--- src/rtl/mandelbrot_gen.sv ---
// mandelbrot_gen: renders a SCREEN_W x SCREEN_H Mandelbrot frame in raster order, one z-iteration per cycle.
// Define MANDELBROT_CLEAR_EN to blank every pixel (colour 0) before the frame is rendered.
module mandelbrot_gen #(
   parameter int SCREEN_W = 160,
   parameter int SCREEN_H = 120,
   parameter int X_W      = 9,
   parameter int Y_W      = 8,
   parameter int DATA_W   = 16,
   parameter int FRAC     = 12,
   parameter int MAX_ITER = 15,
   parameter int COLOUR_W = 3
) (
   input  logic                     clk,
   input  logic                     rstn,
   input  logic                     start,
   input  logic signed [DATA_W-1:0] x_min,
   input  logic signed [DATA_W-1:0] y_min,
   input  logic signed [DATA_W-1:0] step,
   output logic                     done,
   output logic [X_W-1:0]           vga_x,
   output logic [Y_W-1:0]           vga_y,
   output logic [COLOUR_W-1:0]      vga_colour,
   output logic                     vga_plot
);

   localparam int N_W = $clog2(MAX_ITER + 1);
   localparam logic [N_W-1:0] MAX_N = N_W'(MAX_ITER);
   // 4.0 expressed at the squared scale (2*FRAC fractional bits)
   localparam logic [2*DATA_W:0] ESC_LIM =
      {{(2*DATA_W-2*FRAC-2){1'b0}}, 3'b100, {(2*FRAC){1'b0}}};

`ifdef MANDELBROT_CLEAR_EN
   typedef enum logic [2:0] {S_IDLE, S_CLEAR, S_INIT, S_ITER, S_PLOT, S_DONE} state_t;
`else
   typedef enum logic [2:0] {S_IDLE, S_INIT, S_ITER, S_PLOT, S_DONE} state_t;
`endif

   state_t r_state, w_next;

   logic signed [DATA_W-1:0] r_xmin, r_step, r_cr, r_ci, r_zr, r_zi;
   logic [X_W-1:0]           r_x;
   logic [Y_W-1:0]           r_y;
   logic [N_W-1:0]           r_n;

   logic signed [2*DATA_W-1:0] w_zr_ext, w_zi_ext, w_zr2, w_zi2, w_zrzi, w_diff;
   logic signed [2*DATA_W:0]   w_pp2;
   logic [2*DATA_W:0]          w_mag;
   logic signed [DATA_W-1:0]   w_zr_sh, w_zi_sh, w_zr_nx, w_zi_nx;
   logic                       w_escape, w_iter_end, w_last_x, w_last_y;

   // Full-precision products; the magnitude gets one extra bit so the sum cannot wrap
   assign w_zr_ext   = {{DATA_W{r_zr[DATA_W-1]}}, r_zr};
   assign w_zi_ext   = {{DATA_W{r_zi[DATA_W-1]}}, r_zi};
   assign w_zr2      = w_zr_ext * w_zr_ext;
   assign w_zi2      = w_zi_ext * w_zi_ext;
   assign w_zrzi     = w_zr_ext * w_zi_ext;
   assign w_mag      = {1'b0, w_zr2} + {1'b0, w_zi2};
   assign w_escape   = w_mag > ESC_LIM;
   assign w_iter_end = w_escape || (r_n == MAX_N);

   assign w_diff  = w_zr2 - w_zi2;
   assign w_pp2   = {w_zrzi, 1'b0};
   assign w_zr_sh = DATA_W'(w_diff >>> FRAC);
   assign w_zi_sh = DATA_W'(w_pp2 >>> FRAC);
   assign w_zr_nx = w_zr_sh + r_cr;
   assign w_zi_nx = w_zi_sh + r_ci;

   assign w_last_x = (r_x == X_W'(SCREEN_W - 1));
   assign w_last_y = (r_y == Y_W'(SCREEN_H - 1));

   always_ff @(posedge clk or negedge rstn) begin
      if (!rstn) r_state <= S_IDLE;
      else       r_state <= w_next;
   end

   always_comb begin
      w_next = r_state;
      case (r_state)
         S_IDLE: begin
`ifdef MANDELBROT_CLEAR_EN
            if (start) w_next = S_CLEAR;
`else
            if (start) w_next = S_INIT;
`endif
         end
`ifdef MANDELBROT_CLEAR_EN
         S_CLEAR: if (w_last_x && w_last_y) w_next = S_INIT;
`endif
         S_INIT:  w_next = S_ITER;
         S_ITER:  if (w_iter_end) w_next = S_PLOT;
         S_PLOT:  w_next = (w_last_x && w_last_y) ? S_DONE : S_INIT;
         S_DONE:  if (!start) w_next = S_IDLE;
         default: w_next = S_IDLE;
      endcase
   end

   always_ff @(posedge clk or negedge rstn) begin
      if (!rstn) begin
         r_xmin <= '0;
         r_step <= '0;
         r_cr   <= '0;
         r_ci   <= '0;
         r_zr   <= '0;
         r_zi   <= '0;
         r_x    <= '0;
         r_y    <= '0;
         r_n    <= '0;
      end else begin
         case (r_state)
            S_IDLE: begin
               if (start) begin
                  r_xmin <= x_min;
                  r_step <= step;
                  r_cr   <= x_min;
                  r_ci   <= y_min;
                  r_x    <= '0;
                  r_y    <= '0;
               end
            end
`ifdef MANDELBROT_CLEAR_EN
            // Sweep the coordinates only; c stays at the origin pixel for the render pass
            S_CLEAR: begin
               if (w_last_x) begin
                  r_x <= '0;
                  r_y <= w_last_y ? '0 : r_y + Y_W'(1);
               end else begin
                  r_x <= r_x + X_W'(1);
               end
            end
`endif
            S_INIT: begin
               r_zr <= '0;
               r_zi <= '0;
               r_n  <= '0;
            end
            S_ITER: begin
               if (!w_iter_end) begin
                  r_zr <= w_zr_nx;
                  r_zi <= w_zi_nx;
                  r_n  <= r_n + N_W'(1);
               end
            end
            S_PLOT: begin
               if (!w_last_x) begin
                  r_x  <= r_x + X_W'(1);
                  r_cr <= r_cr + r_step;
               end else begin
                  r_x  <= '0;
                  r_cr <= r_xmin;
                  r_y  <= w_last_y ? '0 : r_y + Y_W'(1);
                  r_ci <= r_ci + r_step;
               end
            end
            default: ;
         endcase
      end
   end

   assign done  = (r_state == S_DONE);
   assign vga_x = r_x;
   assign vga_y = r_y;
`ifdef MANDELBROT_CLEAR_EN
   assign vga_plot = (r_state == S_PLOT) || (r_state == S_CLEAR);
`else
   assign vga_plot = (r_state == S_PLOT);
`endif
   // Points that never escape are drawn black
   assign vga_colour = ((r_state == S_PLOT) && (r_n != MAX_N)) ? COLOUR_W'(r_n) : '0;

endmodule

--- config.mk ---
export PLATFORM = sky130hd
export DESIGN_NAME = mandelbrot_gen
export DESIGN_NICKNAME = d
export VERILOG_FILES = /design/src/rtl/mandelbrot_gen.sv
export SDC_FILE = /design/constraint.sdc
export NUM_CORES = 2
export LEC_CHECK = 0
export ABC_AREA = 0
export BUFFER_PORTS_ARGS = -buffer_cell sky130_fd_sc_hd__clkbuf_2
export CAP_MARGIN = 40
export CORE_AREA = 2 2 368 188
export CTS_CLUSTER_SIZE = 14
export DETAILED_ROUTE_END_ITERATION = 6
export DIE_AREA = 0 0 370 190
export GPL_ROUTABILITY_DRIVEN = 0
export PLACE_DENSITY = 0.69
export RECOVER_POWER = 25
export SLEW_MARGIN = 40
export SYNTH_ARGS = -nofsm -noshare
export SYNTH_HDL_FRONTEND = slang
export SYNTH_SLANG_ARGS = --single-unit
--- constraint.sdc ---
create_clock -name clk -period 24.9 [get_ports clk]
set_input_delay 2.49 -clock clk [delete_from_list [all_inputs] [get_ports clk]]
set_output_delay 2.49 -clock clk [all_outputs]
set_load 0.01 [all_outputs]
==> metrics <==
Critical Path RT=25220 ps; Clk pwr share=10.1%; Antenna Cells=0; PwrDens=75.3 nW/um^2; Max Slew Vio Count=160; Sink Count=120; total gr overflow=0; CP most frequent cell=inv_1; global-route wire length before repair=158000 um; sequential share of power=11.6%; sequential area share after synthesis=8.24%; pin count of the biggest net entering global routing=63; DR iter-0 viols=2643; Crit path largest cell delay=between 600 and 700 ps; layout net count=about 5300; final core occ=~57%; Die ar.=70300 um^2; post-CTS setup buffer count=0; Synth Area per Inst=8.75 um^2; # hold bufs at CTS=0; Fin. Hold Viols=0; Resized cells post-CTS=0; DR WL met3=12500 um; cell taking the most area after synthesis=fa_1; crit path kind=flip-flop to flip-flop; DIE HEIGHT=190 um; CTS H-tree depth=4; Site Rows=68; Core Area=67600 um^2; Synth-to-Final Area Change=4.96%; Tmin final=11290 ps; CTS Buffer Depth=3; switching power=0.00159 W; Worst setup SP type=flip-flop; overall routed net length=98500 um; synthesized area=between 30000 and 40000 um^2; Worst VDD drop=0.157 mV; post-route setup TNS=0 ps; average via count per standard cell=approximately 5.4; Critical Path Sink Type=flip-flop; Pwr Total=0.00288 W; Boundary Pins=73; Worst Path Buf+Inv=9; chip width=370 um; combinational share of power=78.4%; unrepaired setup endpoints after global routing=no; CTS tree=done; Worst Tran Pin Value=3770 ps; final period utilization=45.4%; Root Driver=clkbuf_16; Post-Syn Nets=5282; Clk Latency, worst-skew pair=490 ps; routed vias=between 20000 and 30000; share of cells above drive strength 1=under 10%; vias in the first global route=27400; LEAKAGE=19.4 nW; Hold Crit Class=flip-flop to flip-flop; Synth Instances=4166; CTS clk-pin slew, worst paths=about 60 ps; initial antenna violation count=1; Crit path max-delay family=adder cells; #FFs+latches synth=120; Final setup viols=0; Initial Util=53.9%; fmax=0.0885 GHz; post-synthesis cell type count=85; sw frac=55.3%; prevailing post-synth register cell=dfrtp_1; DP Wirelength=approximately 80000 um; Post-synth EDFFs=0; max-cap viol count=3; Ys Warns=0; share of the synthesized area in the top cell type=38.3%; Int Pwr=0.00129 W; gr usage total=approximately 29%; drt drc=0; Clock Skew=28.3 ps; Post-synth ARST share=100%; Critical Path AT=11610 ps; Wirelength per Cell=19.4 um; Port-buffer cells=72; top sig layer=met4; status=finished with violations; Worst slew margin=-151%; Final ANT Viol Nets=0; Num CTS Buffers=25; largest fanout on the critical path=35; WL met2=about 37000 um; failing checks=max-capacitance violations, max-slew violations; M1 WL=about 48000 um; CP max-delay cell=fa_1; synth top area cells=fa_1 38%, ha_1 13%, inv_1 10%, dfrtp_1 8.2%, nand2_1 5.4%; drt first pass iters=6
layout by cell type, fill, tap and decap left out, types with 13 or more instances in the layout:
master     count
mux2i_1       48
clkbuf_2      70
o21bai_1      18
o21ai_0      106
dfrtp_1      119
nand4_1       14
fa_1         697
nor3_1        46
a21o_1        35
xnor2_1      133
ha_1         367
clkbuf_16     25
nand2b_1      31
inv_1        975
o31ai_1       13
and3_1        32
a211oi_1      25
xor2_1        50
a21oi_1      124
buf_4         46
nand2_1      529
nor2b_1       27
nand3_1       48
o21a_1        27
a31oi_1       23
nor2_1       209
and2_1       139
cell usage after synthesis (8+ instances only):
cell type	number
nor3_1	46
nor4_1	9
xor2_1	50
xnor2_1	133
and3_1	32
inv_1	975
a211oi_1	25
buf_4	18
a21o_1	35
a2111oi_0	9
clkinv_1	9
dfrtp_1	120
nand4_1	14
a21boi_0	10
o21ai_0	106
o21bai_1	18
nor2b_1	27
nand2_1	529
nor2_1	209
a21oi_1	124
fa_1	697
o21a_1	27
ha_1	368
o211ai_1	10
or3_1	10
clkbuf_1	118
o31ai_1	13
o41ai_1	8
and2_1	139
a31oi_1	23
nand3_1	48
nand2b_1	31
mux2i_1	48
metal layers:
metal / vias up / global-route usage [%]
met5: - / 0
met4: 0 / 3.63
met3: 82 / 10.8
met2: 1232 / 37.2
met1: 13500 / 47.1
li1: 12700 / -
path summary, 6_finish.rpt:
check,from,endpoint,slack [ps],depth (start not counted)
hold reg to reg,r_xmin[11],r_xmin[11],480,2
hold / removal,r_xmin[11],r_xmin[11],480,2
max in group asynchronous,rstn,r_zi[3],16740,2
min in group asynchronous,rstn,vga_y[1],3180,1
setup reg to reg,r_zi[7],r_zi[3],13610,36
setup / recovery,r_zi[7],r_zi[3],13610,36
kinds of logic (layout without fill, tap and decap cells):
family                   count (synthesis)  count (layout)  share of synthesized area, %
multiplexers                            50              50                          1.38
flip-flops                             120             120                          8.24
XOR/XNOR                               184             184                          4.46
AND/OR/NAND/NOR                       1134            1134                          14.3
buffers and inverters                 1137            1135                          12.2
adder cells (fa/ha/maj)               1065            1065                          50.9
AO/OA/AOI/OAI                          476             476                          8.57
worst min-delay path: stages, from the launching register on:
cell,delay [ps]
dfrtp_1,340
nand2_1,50
nand2_1,60
state kept, by name, indices dropped and copies added, names as in the netlist:
signal   flops
vga_x        9
r_state      3
r_zr        16
r_n          4
vga_y        8
r_zi        16
r_ci        16
r_xmin      16
r_cr        16
r_step      16
final cells by class:
cell class	instances	area, um^2
clock buffer	29	661
inverter	984	3690
multi-input combinational	2909	29000
sequential	120	3000
fill	6078	29400
tap	910	1140
clock inverter	2	10.0
timing repair buffer	120	711
through the flow:
stage / instances / hold WS (ps) / worst slack, ps / cell area [um^2]
final: 5074 / 476 / 13610 / 38300
after global routing: 5074 / 505 / 13230 / 38300
after CTS: 5074 / 476 / 14220 / 38300
after detailed placement: 5043 / 463 / 14250 / 37600
after global placement: 5043 / 461 / 14490 / 37600
after floorplan: 4166 / 446 / 16060 / 36500
power by group through the flow:
| stage | registers (W) | logic [W] | clock network, W |
|---|---|---|---|
| 2_1_floorplan | 0.000304 | 0.00159 | 0 |
| 3_3_place_gp | 0.000332 | 0.00216 | 0 |
| 3_5_place_dp | 0.000332 | 0.00218 | 0 |
| 4_1_cts | 0.000330 | 0.00220 | 0.000292 |
| 5_1_grt | 0.000339 | 0.00246 | 0.000301 |
| 6_report | 0.000333 | 0.00226 | 0.000291 |
(Power assumes the default switching activity.)
